===== src/rtl/cpu_memory.sv =====
// rtl/cpu_memory.sv - Rv32H memory-access stage: single-beat bus access with byte lanes, load extension and timeout
module cpu_memory #(
  parameter int TIMEOUT_CYCLES = 255
) (
  input  logic        i_clock,
  input  logic        i_reset,
  input  logic        i_memory,
  input  logic [4:0]  i_inst_rd,
  input  logic [31:0] i_rd,
  input  logic        i_branch,
  input  logic [31:0] i_pc_next,
  input  logic        i_mem_read,
  input  logic        i_mem_write,
  input  logic [1:0]  i_mem_width,
  input  logic        i_mem_signed,
  input  logic [31:0] i_mem_wdata,
  output logic        o_busy,
  output logic        o_bus_request,
  output logic        o_bus_rw,
  output logic [31:0] o_bus_address,
  output logic [3:0]  o_bus_byte_enable,
  output logic [31:0] o_bus_wdata,
  input  logic        i_bus_ready,
  input  logic [31:0] i_bus_rdata,
  output logic [4:0]  o_inst_rd,
  output logic [31:0] o_rd,
  output logic        o_branch,
  output logic [31:0] o_pc_next,
  output logic        o_ready,
  output logic        o_fault
);

  localparam logic [15:0] TIMEOUT_LIMIT = 16'(TIMEOUT_CYCLES);

  typedef enum logic { IDLE = 1'b0, ACCESS = 1'b1 } state_t;

  state_t      state_q, state_d;
  logic [15:0] timeout_count;
  logic [1:0]  width_q;
  logic [1:0]  offset_q;
  logic        signed_q;
  logic        is_load_q;
  logic [4:0]  rd_index_q;

  logic        is_mem;
  logic        misaligned;
  logic        accept;
  logic        start_access;
  logic        bus_done;
  logic        bus_timeout;
  logic [3:0]  byte_enable_d;
  logic [31:0] wdata_d;
  logic [31:0] lane_data;
  logic [31:0] load_value;

  assign is_mem       = i_mem_read | i_mem_write;
  assign misaligned   = (i_mem_width == 2'd3) ||
                        (i_mem_width == 2'd1 && i_rd[0]) ||
                        (i_mem_width == 2'd2 && i_rd[1:0] != 2'b00);
  assign accept       = (state_q == IDLE) && i_memory;
  assign start_access = accept && is_mem && !misaligned;
  assign bus_done     = (state_q == ACCESS) && i_bus_ready;
  // Ready in the expiry cycle still completes normally, so timeout requires ready low.
  assign bus_timeout  = (state_q == ACCESS) && !i_bus_ready && (timeout_count == TIMEOUT_LIMIT);
  assign o_busy       = (state_q == ACCESS);

  always_ff @(posedge i_clock or negedge i_reset) begin
    if (!i_reset) begin
      state_q <= IDLE;
    end else begin
      state_q <= state_d;
    end
  end

  always_comb begin
    state_d = state_q;
    case (state_q)
      IDLE:    if (start_access) state_d = ACCESS;
      ACCESS:  if (bus_done || bus_timeout) state_d = IDLE;
      default: state_d = IDLE;
    endcase
  end

  always_comb begin
    byte_enable_d = 4'hF;
    wdata_d       = i_mem_wdata;
    case (i_mem_width)
      2'd0: begin
        byte_enable_d = 4'b0001 << i_rd[1:0];
        wdata_d       = {4{i_mem_wdata[7:0]}};
      end
      2'd1: begin
        byte_enable_d = 4'b0011 << i_rd[1:0];
        wdata_d       = {2{i_mem_wdata[15:0]}};
      end
      default: ;
    endcase

    lane_data = i_bus_rdata >> {offset_q, 3'b000};
    case (width_q)
      2'd0:    load_value = signed_q ? {{24{lane_data[7]}}, lane_data[7:0]}
                                     : {24'h0, lane_data[7:0]};
      2'd1:    load_value = signed_q ? {{16{lane_data[15]}}, lane_data[15:0]}
                                     : {16'h0, lane_data[15:0]};
      default: load_value = lane_data;
    endcase
  end

  always_ff @(posedge i_clock or negedge i_reset) begin
    if (!i_reset) begin
      timeout_count     <= 16'h0;
      width_q           <= 2'd0;
      offset_q          <= 2'd0;
      signed_q          <= 1'b0;
      is_load_q         <= 1'b0;
      rd_index_q        <= 5'd0;
      o_bus_request     <= 1'b0;
      o_bus_rw          <= 1'b0;
      o_bus_address     <= 32'h0;
      o_bus_byte_enable <= 4'h0;
      o_bus_wdata       <= 32'h0;
      o_inst_rd         <= 5'd0;
      o_rd              <= 32'h0;
      o_branch          <= 1'b0;
      o_pc_next         <= 32'h0;
      o_ready           <= 1'b0;
      o_fault           <= 1'b0;
    end else begin
      o_ready <= 1'b0;
      o_fault <= 1'b0;
      if (state_q == IDLE) begin
        if (!accept) begin
          o_inst_rd <= 5'd0;
        end else begin
          o_branch      <= i_branch;
          o_pc_next     <= i_pc_next;
          o_rd          <= i_rd;
          width_q       <= i_mem_width;
          offset_q      <= i_rd[1:0];
          signed_q      <= i_mem_signed;
          is_load_q     <= i_mem_read;
          rd_index_q    <= i_inst_rd;
          timeout_count <= 16'h0;
          if (!is_mem) begin
            o_inst_rd <= i_inst_rd;
            o_ready   <= 1'b1;
          end else if (misaligned) begin
            o_inst_rd <= 5'd0;
            o_ready   <= 1'b1;
            o_fault   <= 1'b1;
          end else begin
            // Read wins when both read and write are flagged.
            o_inst_rd         <= 5'd0;
            o_bus_request     <= 1'b1;
            o_bus_rw          <= !i_mem_read;
            o_bus_address     <= {i_rd[31:2], 2'b00};
            o_bus_byte_enable <= byte_enable_d;
            o_bus_wdata       <= wdata_d;
          end
        end
      end else if (bus_done) begin
        o_bus_request <= 1'b0;
        o_ready       <= 1'b1;
        if (is_load_q) begin
          o_rd      <= load_value;
          o_inst_rd <= rd_index_q;
        end else begin
          o_inst_rd <= 5'd0;
        end
      end else if (bus_timeout) begin
        o_bus_request <= 1'b0;
        o_ready       <= 1'b1;
        o_fault       <= 1'b1;
        o_inst_rd     <= 5'd0;
      end else begin
        timeout_count <= timeout_count + 16'h1;
      end
    end
  end

endmodule


===== config.mk =====
export PLATFORM = sky130hd
export DESIGN_NAME = cpu_memory
export DESIGN_NICKNAME = d
export VERILOG_FILES = /design/src/rtl/cpu_memory.sv
export SDC_FILE = /design/constraint.sdc
export NUM_CORES = 1
export LEC_CHECK = 0
export ABC_AREA = 1
export BUFFER_PORTS_ARGS = -buffer_cell sky130_fd_sc_hd__buf_2
export CAP_MARGIN = 0
export CORE_MARGIN = 4
export CORE_UTILIZATION = 45
export DETAILED_ROUTE_END_ITERATION = 12
export PLACE_DENSITY_LB_ADDON = 0.08
export SLEW_MARGIN = 20
export SYNTH_ARGS = -nofsm -noshare
export SYNTH_HDL_FRONTEND = slang
export SYNTH_SLANG_ARGS = --single-unit

===== constraint.sdc =====
create_clock -name i_clock -period 3.8 [get_ports i_clock]
set_input_delay 0.95 -clock i_clock [delete_from_list [all_inputs] [get_ports i_clock]]
set_output_delay 0.95 -clock i_clock [all_outputs]
set_load 0.1 [all_outputs]

======== After elaboration in Yosys (flattened, before gate mapping) ========
Cells that the tools add are included.
storage, ports and cells
  flip-flop bits (word level) ............. 168
  input port bits ......................... 143
  output and inout bits ................... 143
  word-level logic and storage cells ...... 98
operators by class
  add/subtract/negate cells ............... 1
  equal/unequal tests ..................... 11
  shifts and indexed selects .............. 3
  mux-type cells .......................... 38
  bitwise gates (word level) .............. 3
  reductions and logical operators ........ 24
operator list
  operator                                                                 number
  32-bit 2-to-1 mux                                                        6
  32-bit one-hot mux with 2 select lines                                   2
  16-bit 2-to-1 mux                                                        4
  32-bit by 5-bit >> shifter with 32-bit output                            1
  5-bit 2-to-1 mux                                                         6
  1-bit 2-to-1 mux                                                         18
  16-bit by 1-bit adder with 16-bit output (second input constant)         1
  16-bit by 8-bit equality test with 1-bit output (second input constant)  1
  1-bit logical AND                                                        8
  4-bit one-hot mux with 2 select lines                                    1
  4-bit AND reduction                                                      2
  2-bit != test (second input constant)                                    3
  3-bit AND reduction                                                      2
  2-bit nonzero test                                                       3
  2-bit by 1-bit equality test with 1-bit output (second input constant)   2
  2-bit equality test (second input constant)                              2
  2-bit zero test                                                          2
  2-bit by 1-bit != test with 1-bit output (second input constant)         2
  1-bit by 2-bit left shift with 4-bit output (first input constant)       1
  2-bit by 2-bit left shift with 4-bit output (first input constant)       1
  1-bit zero test                                                          3
  1-bit logical OR                                                         3
  3-bit by 1-bit != test with 1-bit output (second input constant)         1
  1-bit inverter                                                           2
  3 further kinds                                                          3

======== Longest topological paths before layout ========
Gate-level depths: netlist of the first run.
  depth after elaboration ................. 8
  gate-level depth with buffers ........... 10

======== Worst setup path before layout of the first run ========
No wires, ideal clock.
  path kind ............................... register to register
  start point ............................. reg state_q (netlist: o_busy)
  end point ............................... reg o_rd[25]
  library setup time ...................... 0.120 ns
  arrival time ............................ 2.014 ns
  required time ........................... 3.680 ns
  setup slack ............................. 1.666 ns
  cell stages (with the launch flop) ...... 9
  buffers on the path ..................... 3
  clock period less this slack ............ 2.134 ns
  path through ............................ dfrtp_1 buf_4 nor2_1 buf_4 nor2_1 clkbuf_1 a21oi_1 nand2_1 nand2_1
on the way
  word-level cells in the longest chain between the ends .. 4
  elaborated cells on any way between the ends .. 8
  classes of those cells .................. eq/ne (2); mux (1); bitwise (1); reduce/logical (4)
ends and longest elaborated chain
  item                           line  source
  start: declaration             37    state_t state_q, state_d;
  start signal: assignment       71    state_q <= state_d;
  1-bit inverter (no line)       -
  1-bit logical AND              60    assign accept = (state_q == IDLE) && i_memory;
  2-bit nonzero test (no line)   -
  3-bit AND reduction (no line)  -
  end signal: assignment         137   o_rd <= i_rd;
  end signal: assignment         165   o_rd <= load_value;
  end: declaration               26    output logic [31:0] o_rd,
Several ways; a longest one is shown, not always the timed one.
A chain may end at the register's enable or synchronous reset.

======== Worst setup path in the final report of the first run ========
  start point ............................. reg state_q (netlist: o_busy)
  end point ............................... out o_busy
RTL lines
  item              line  source
  end: declaration  17    output logic o_busy,
No word-level cell between the ends.

==> results of run 1 <==
final timing paths:
check / from / end / slack [ns]
min: o_pc_next[6] / o_pc_next[6] / 0.47
max: o_busy / o_busy / 1.12
min reg2reg: o_pc_next[6] / o_pc_next[6] / 0.47
max reg2reg: offset_q[0] / o_rd[23] / 1.20
min in group asynchronous: i_reset / o_bus_wdata[0] / 0.54
max in group asynchronous: i_reset / o_rd[15] / 2.35
through the flow:
| stage | power (W) | cells | utilization |
|---|---|---|---|
| 2_1_floorplan | 0.00560 | 1089 | - |
| 3_3_place_gp | 0.00631 | 1554 | 0.543 |
| 5_1_grt | 0.00834 | 1588 | 0.576 |
| 6_report | 0.00801 | 1589 | 0.576 |
| 4_1_cts | 0.00806 | 1586 | 0.576 |
| 3_5_place_dp | 0.00633 | 1554 | 0.543 |
cell type report:
type	count	area, um2
well taps	229	287
repair buffers	297	1540
inverters	68	258
clock inverters	15	158
multi-input cells	792	3500
clock buffers	17	425
diodes	3	7.51
fillers	1765	7640
flip-flops and latches	168	4200
placed cells by master (no fill, tap or decap), types with 2 or more instances in the layout:
cell type,synthesis,final
inv_8,0,5
clkinv_8,0,2
dfrtp_1,168,168
nand2_1,460,460
diode_2,0,3
nor2_1,63,61
nand4_1,6,6
clkinv_4,0,4
inv_2,3,4
clkbuf_16,0,17
a21oi_1,70,70
nand3_2,3,3
buf_4,5,13
nor2_4,1,3
xor2_1,2,2
o21ai_1,5,5
conb_1,1,2
a32oi_1,5,5
o211ai_1,4,4
inv_1,64,63
or2_2,5,5
nand3_1,63,63
inv_6,0,3
a31oi_1,3,3
o21ai_2,10,10
o21ai_0,76,76
buf_2,19,282
nor3_1,2,2
power groups by stage:
stage / sequential (W) / combinational [W] / clock [W]
after floorplan: 0.00489 / 0.000709 / 0
after global placement: 0.00241 / 0.00390 / 0
after detailed placement: 0.00241 / 0.00392 / 0
after CTS: 0.00238 / 0.00393 / 0.00175
after global routing: 0.00243 / 0.00409 / 0.00182
final: 0.00238 / 0.00391 / 0.00171
cells by family (layout without fill, tap and decap cells):
group	count (synthesis)	in the layout
AND/OR/NAND/NOR	610	610
adder cells (fa/ha/maj)	1	1
XOR/XNOR	3	3
flip-flops	168	168
AO/OA/AOI/OAI	176	176
buffers and inverters	129	397
other	1	5
layer usage:
layer	up-vias	part of all wire
met5	-	0.00052
met4	2	0.014
met3	23	0.073
met2	263	0.48
met1	3625	0.44
li1	3962	-
sequential cells by signal (all words and copies together), names as in the netlist, 2 cells and up:
register and flops:
o_bus_wdata 32, o_bus_byte_enable 4, rd_index_q 5, timeout_count 16, o_inst_rd 5, o_bus_address 30
offset_q 2, width_q 2, o_rd 32, o_pc_next 32
worst min-delay path: stages, from the launching register on:
cell and delay, ns:
dfrtp_1 0.34, nand2_1 0.05, nand2_1 0.04
==> run_summary.xml, run 1 <==
<?xml version="1.0" encoding="UTF-8"?>
<metrics>
  <group name="place">
    <metric name="routabilityCongestion" unit="">0.834</metric>
    <metric name="detailedPlace.worstSlack" unit="ns">1.10</metric>
    <metric name="placement.cell_area" unit="um2">9790</metric>
    <metric name="io_buffers" unit="">283</metric>
    <metric name="dp.final_hpwl" unit="mm">18.2</metric>
  </group>
  <group name="clock_tree">
    <metric name="numCtsBuffers" unit="">17</metric>
    <metric name="post_cts_resized" unit="">0</metric>
    <metric name="cts_tree" unit="">built</metric>
    <metric name="clk_transition_reported_paths" unit="ns">0.08</metric>
    <metric name="cts_htree_levels" unit="">4</metric>
    <metric name="cts_hold_buffers" unit="">0</metric>
    <metric name="post_cts_buffers" unit="">0</metric>
    <metric name="cts_max_path_buffers" unit="">2</metric>
    <metric name="clock-sinks" unit="">168</metric>
    <metric name="clock_insertion_delay_worst_skew" unit="ns">0.43</metric>
    <metric name="root_buffer" unit="">clkbuf_16</metric>
  </group>
  <group name="synthesis">
    <metric name="syn-cell-area" unit="um2">8280</metric>
    <metric name="number_of_enable_flip_flop_cells_after_synthesis" unit="">0</metric>
    <metric name="yosys-mux-area-fraction" unit="">0</metric>
    <metric name="yosys_most_used_dff" unit="">dfrtp_1</metric>
    <metric name="synthesis.yosys.warnings" unit="">0</metric>
    <metric name="synth_commonest_cells" unit="">nand2_1, dfrtp_1, o21ai_0</metric>
    <metric name="synth-seq-area-share" unit="">0.508</metric>
    <metric name="synthXorXnorAreaFrac" unit="">0.00317</metric>
    <metric name="avgSynthCellArea" unit="um2">7.61</metric>
    <metric name="synth_top_family_by_area" unit="">simple AND/OR/NAND/NOR gates</metric>
    <metric name="synth_compound_area_frac" unit="">0.117</metric>
    <metric name="fraction_of_the_mapped_netlist_area_in_adder_cells" unit="">0.00151</metric>
    <metric name="netlist.top_cell.by_area" unit="">dfrtp_1</metric>
    <metric name="yosysMostFrequentCell" unit="">nand2_1</metric>
    <metric name="postSynth.asyncResetShare" unit="">1.00</metric>
    <metric name="netlist_instances" unit="">1088</metric>
    <metric name="synth_largest_type_area_fraction" unit="">0.508</metric>
    <metric name="simple_gate_area_share_of_the_yosys_netlist" unit="">0.299</metric>
    <metric name="total_of_flip_flops_plus_latches_after_synthesis" unit="">168</metric>
    <metric name="synthDistinctLibCells" unit="">38</metric>
    <metric name="synthTopCellsByArea" unit="">dfrtp_1, nand2_1, o21ai_0</metric>
  </group>
  <group name="run_status">
    <metric name="outcome" unit="">complete, no violations</metric>
  </group>
  <group name="grt">
    <metric name="grt_start_max_net_pins" unit="">73</metric>
    <metric name="grt.met1_usage" unit="">0.309</metric>
    <metric name="globalRoute.busiestLayer" unit="">met2</metric>
    <metric name="grt_pass1_vias" unit="">7375</metric>
    <metric name="groute.layer.met3.usage" unit="">0.0512</metric>
    <metric name="met2_usage" unit="">0.386</metric>
    <metric name="grt_overflow" unit="">0</metric>
    <metric name="overall_global_routing_resource_usage" unit="">0.233</metric>
    <metric name="grt_first_pass_wirelength" unit="mm">37.9</metric>
    <metric name="initial_antenna_violation_count" unit="">3</metric>
  </group>
  <group name="critical_path">
    <metric name="worst_path_max_delay_cell" unit="">dfrtp_1</metric>
    <metric name="timing.critical_path.fanout_max" unit="">16</metric>
    <metric name="worst_path_largest_cell_delay" unit="ns">0.76</metric>
    <metric name="worst_ep_arrival_time" unit="ns">1.73</metric>
    <metric name="cp.buffers_inverters" unit="">1</metric>
    <metric name="cells_on_worst_reg2reg_path" unit="">9</metric>
    <metric name="cpLargestDelayFamily" unit="">flip-flops</metric>
    <metric name="critical_path_required" unit="ns">2.85</metric>
    <metric name="start_kind" unit="">flop</metric>
    <metric name="cp_cell_sequence" unit="">buf_2</metric>
    <metric name="critical_path_cell_count" unit="">1</metric>
    <metric name="crit_type" unit="">flop to output pin</metric>
    <metric name="endpoint_kind" unit="">output pin</metric>
  </group>
  <group name="layout">
    <metric name="design_area" unit="um2">10400</metric>
    <metric name="drive_gt1_frac" unit="">0.266</metric>
    <metric name="synthToLayoutAreaGrowth" unit="%">25.4</metric>
    <metric name="nets" unit="">1488</metric>
  </group>
  <group name="route">
    <metric name="wire_per_inst" unit="um">15.7</metric>
    <metric name="firstDrtPassIters" unit="">5</metric>
    <metric name="dr.first_iter.drc_count" unit="">484</metric>
    <metric name="routed_wl" unit="mm">24.9</metric>
    <metric name="drc_violation_count_after_routing" unit="">0</metric>
    <metric name="via_per_inst" unit="">4.96</metric>
    <metric name="total_vias_in_the_final_route" unit="">7875</metric>
    <metric name="postRouteAntennaNets" unit="">0</metric>
  </group>
  <group name="floorplanning">
    <metric name="die_area" unit="um2">20600</metric>
    <metric name="chipHeight" unit="um">144</metric>
    <metric name="fp.coreArea" unit="um2">18000</metric>
    <metric name="overall_die_width" unit="um">144</metric>
    <metric name="initial_core_util" unit="">0.459</metric>
    <metric name="rows" unit="">49</metric>
    <metric name="top_level_ports" unit="">286</metric>
  </group>
  <group name="sta">
    <metric name="finalCriticalPeriod" unit="ns">2.68</metric>
    <metric name="setup_total_negative_slack" unit="ns">0</metric>
    <metric name="skew" unit="ns">0.0127</metric>
    <metric name="share_of_the_cycle_needed_by_the_critical_path_after_routing" unit="">0.705</metric>
    <metric name="max_slew.worst_pin.slew" unit="ns">1.02</metric>
    <metric name="relSlewSlack" unit="">0.318</metric>
    <metric name="finalSetupViolCount" unit="">0</metric>
    <metric name="rsz0062_at_grt" unit="">false</metric>
    <metric name="achievable_frequency" unit="MHz">373</metric>
    <metric name="slew_viol_final" unit="">0</metric>
    <metric name="hold_viol" unit="">0</metric>
    <metric name="layout_setup_ws" unit="ns">1.12</metric>
    <metric name="final.hold.worst_slack" unit="ns">0.467</metric>
  </group>
  <group name="power">
    <metric name="power.internal" unit="W">0.00360</metric>
    <metric name="combinationalPowerShare" unit="">0.488</metric>
    <metric name="p_seq_frac" unit="">0.298</metric>
    <metric name="total_leakage_power" unit="nW">5.75</metric>
    <metric name="switching_power" unit="W">0.00440</metric>
    <metric name="worst_ir_drop_vdd" unit="mV">0.549</metric>
    <metric name="power-per-cell-area" unit="nW/um2">771</metric>
    <metric name="clkPwrFrac" unit="">0.214</metric>
    <metric name="sw_frac_of_total" unit="">0.550</metric>
  </group>
  <group name="hold_path">
    <metric name="worstHoldPathCells" unit="">2</metric>
    <metric name="worstHoldPathType" unit="">flop to flop</metric>
  </group>
  <group name="job">
    <metric name="max_cap_violations" unit="">0</metric>
  </group>
</metrics>
Power figures use the tool's default switching activity.
==> inputs of run 2 (changes only) <==
- clock period: 3.8 -> 2.7 ns (I/O delays scaled with it)
==> run_summary.xml, run 2 (synthesis gave the netlist of run 1 again) <==
<?xml version="1.0" encoding="UTF-8"?>
<metrics>
  <group name="layout">
    <metric name="layout.cells.most_common_list" unit="">nand2_1, buf_2, dfrtp_1, o21ai_0, a21oi_1</metric>
    <metric name="area_of_the_multi_input_gates" unit="um2">3500</metric>
    <metric name="drive_gt1_frac" unit="">0.267</metric>
    <metric name="n_fill_cell" unit="">1724</metric>
    <metric name="final_common_cell" unit="">nand2_1</metric>
    <metric name="largestRegisters" unit="">o_bus_wdata: 32 flops, o_pc_next: 32 flops, o_rd: 32 flops</metric>
    <metric name="synthToLayoutAreaGrowth" unit="%">25.8</metric>
    <metric name="final-seq-area" unit="um2">4200</metric>
    <metric name="nets" unit="">1490</metric>
  </group>
  <group name="sta">
    <metric name="slew_viol_final" unit="">0</metric>
    <metric name="finalSetupViolCount" unit="">0</metric>
    <metric name="finalCriticalPeriod" unit="ns">2.33</metric>
    <metric name="share_of_the_cycle_needed_by_the_critical_path_after_routing" unit="">0.863</metric>
    <metric name="hold_viol" unit="">0</metric>
    <metric name="skew" unit="ns">0.0126</metric>
    <metric name="relSlewSlack" unit="">0.330</metric>
    <metric name="layout_setup_ws" unit="ns">0.371</metric>
    <metric name="rsz0062_at_grt" unit="">false</metric>
    <metric name="max_slew.worst_pin.slew" unit="ns">1.00</metric>
    <metric name="setup_total_negative_slack" unit="ns">0</metric>
    <metric name="achievable_frequency" unit="MHz">429</metric>
  </group>
  <group name="grt">
    <metric name="grt_start_max_net_pins" unit="">115</metric>
    <metric name="overall_global_routing_resource_usage" unit="">0.236</metric>
    <metric name="grt_overflow" unit="">0</metric>
    <metric name="grt_first_pass_wirelength" unit="mm">38.6</metric>
    <metric name="grt_pass1_vias" unit="">7417</metric>
    <metric name="initial_antenna_violation_count" unit="">5</metric>
  </group>
  <group name="critical_path">
    <metric name="worst_ep_arrival_time" unit="ns">1.65</metric>
    <metric name="endpoint_kind" unit="">output pin</metric>
    <metric name="start_kind" unit="">flop</metric>
    <metric name="crit_type" unit="">flop to output pin</metric>
    <metric name="critical_path.reg2reg.startpoint" unit="">offset_q[1]</metric>
    <metric name="timing.critical_path.fanout_max" unit="">23</metric>
    <metric name="crit_start" unit="">o_busy</metric>
    <metric name="setup.reg_to_reg.worst_slack" unit="ns">0.53</metric>
    <metric name="cpLargestDelayFamily" unit="">buffers and inverters</metric>
    <metric name="worst_path_max_delay_cell" unit="">buf_2</metric>
    <metric name="critical_path_required" unit="ns">2.03</metric>
    <metric name="cp.buffers_inverters" unit="">2</metric>
    <metric name="cp_cell_sequence" unit="">buf_4 -&gt; buf_2</metric>
    <metric name="worst_path_largest_cell_delay" unit="ns">0.48</metric>
  </group>
  <group name="floorplanning">
    <metric name="rows" unit="">49</metric>
    <metric name="overall_die_width" unit="um">144</metric>
    <metric name="chipHeight" unit="um">144</metric>
    <metric name="initial_core_util" unit="">0.459</metric>
    <metric name="top_level_ports" unit="">286</metric>
    <metric name="fp.coreArea" unit="um2">18000</metric>
    <metric name="die_area" unit="um2">20600</metric>
  </group>
  <group name="clock_tree">
    <metric name="cts_max_path_buffers" unit="">2</metric>
    <metric name="cts_tree" unit="">built</metric>
    <metric name="numCtsBuffers" unit="">17</metric>
    <metric name="clk_transition_reported_paths" unit="ns">0.07</metric>
    <metric name="root_buffer" unit="">clkbuf_16</metric>
    <metric name="cts_hold_buffers" unit="">0</metric>
    <metric name="post_cts_buffers" unit="">0</metric>
    <metric name="clock_insertion_delay_worst_skew" unit="ns">0.43</metric>
    <metric name="post_cts_resized" unit="">0</metric>
    <metric name="clock-sinks" unit="">168</metric>
    <metric name="cts_htree_levels" unit="">4</metric>
  </group>
  <group name="hold_path">
    <metric name="worstHoldPathType" unit="">input port to async pin</metric>
  </group>
  <group name="power">
    <metric name="worst_ir_drop_vdd" unit="mV">0.722</metric>
    <metric name="power-per-cell-area" unit="nW/um2">1080</metric>
    <metric name="total_leakage_power" unit="nW">5.77</metric>
  </group>
  <group name="route">
    <metric name="postRouteAntennaNets" unit="">0</metric>
    <metric name="drc_violation_count_after_routing" unit="">0</metric>
    <metric name="wire_per_inst" unit="um">15.4</metric>
    <metric name="dr.first_iter.drc_count" unit="">541</metric>
    <metric name="routed_wl" unit="mm">24.5</metric>
    <metric name="total_vias_in_the_final_route" unit="">7936</metric>
    <metric name="via_per_inst" unit="">4.99</metric>
    <metric name="firstDrtPassIters" unit="">6</metric>
  </group>
  <group name="place">
    <metric name="dp.final_hpwl" unit="mm">18.0</metric>
    <metric name="io_buffers" unit="">283</metric>
    <metric name="routabilityCongestion" unit="">0.878</metric>
    <metric name="detailedPlace.worstSlack" unit="ns">0.368</metric>
  </group>
  <group name="job">
    <metric name="max_cap_violations" unit="">0</metric>
  </group>
  <group name="run_status">
    <metric name="outcome" unit="">complete, no violations</metric>
  </group>
</metrics>
-- run 2: path summary, 6_finish.rpt --
kind	endpoint	depth (start not counted)
min in group i_clock	o_pc_next[12]	3
worst max register to register	o_rd[23]	7
worst min register to register	o_bus_address[6]	2
worst min-delay path	o_bus_wdata[0]	1
worst max-delay path	o_busy	2
max in group asynchronous	offset_q[1]	2
-- run 2: power by group --
group	internal, W	total [W]	switching, W
registers	0.00304	0.00333	0.000298
logic	0.000816	0.00553	0.00472
clock network	0.00130	0.00234	0.00104
total	0.00515	0.0112	0.00606
-- run 2: routing by layer --
metal / track usage / wire length (um)
met1: 0.330 / 10700
met2: 0.369 / 11400
met3: 0.0522 / 1850
met4: 0.0763 / 508
met5: 0 / 27
-- run 2: cell type report --
type	count	share of cell area
diodes	4	0.000961
clock buffers	18	0.0422
clock inverters	13	0.0114
inverters	68	0.0248
multi-input cells	792	0.337
flip-flops and latches	168	0.404
well taps	229	0.0275
repair buffers	299	0.153
-- run 2: worst reg2reg max path: stages (launching register included) --
cell and delay, ns:
dfrtp_1 0.32, buf_4 0.19, inv_1 0.27, nand3_1 0.21
nand4_1 0.57, nand3_1 0.41, nand2_1 0.08, nand2_1 0.07
-- run 2: metrics by stage --
step                std cells  total power [W]  utilization  hold slack [ns]  area (um2)
global route             1590           0.0117        0.578            0.188       10400
CTS                      1587           0.0113        0.577            0.184       10400
floorplan                1089          0.00788            -            0.379        8280
global placement         1555          0.00889        0.545            0.449        9830
finish                   1591           0.0112        0.578            0.165       10400
detailed placement       1556          0.00892        0.546            0.453        9850
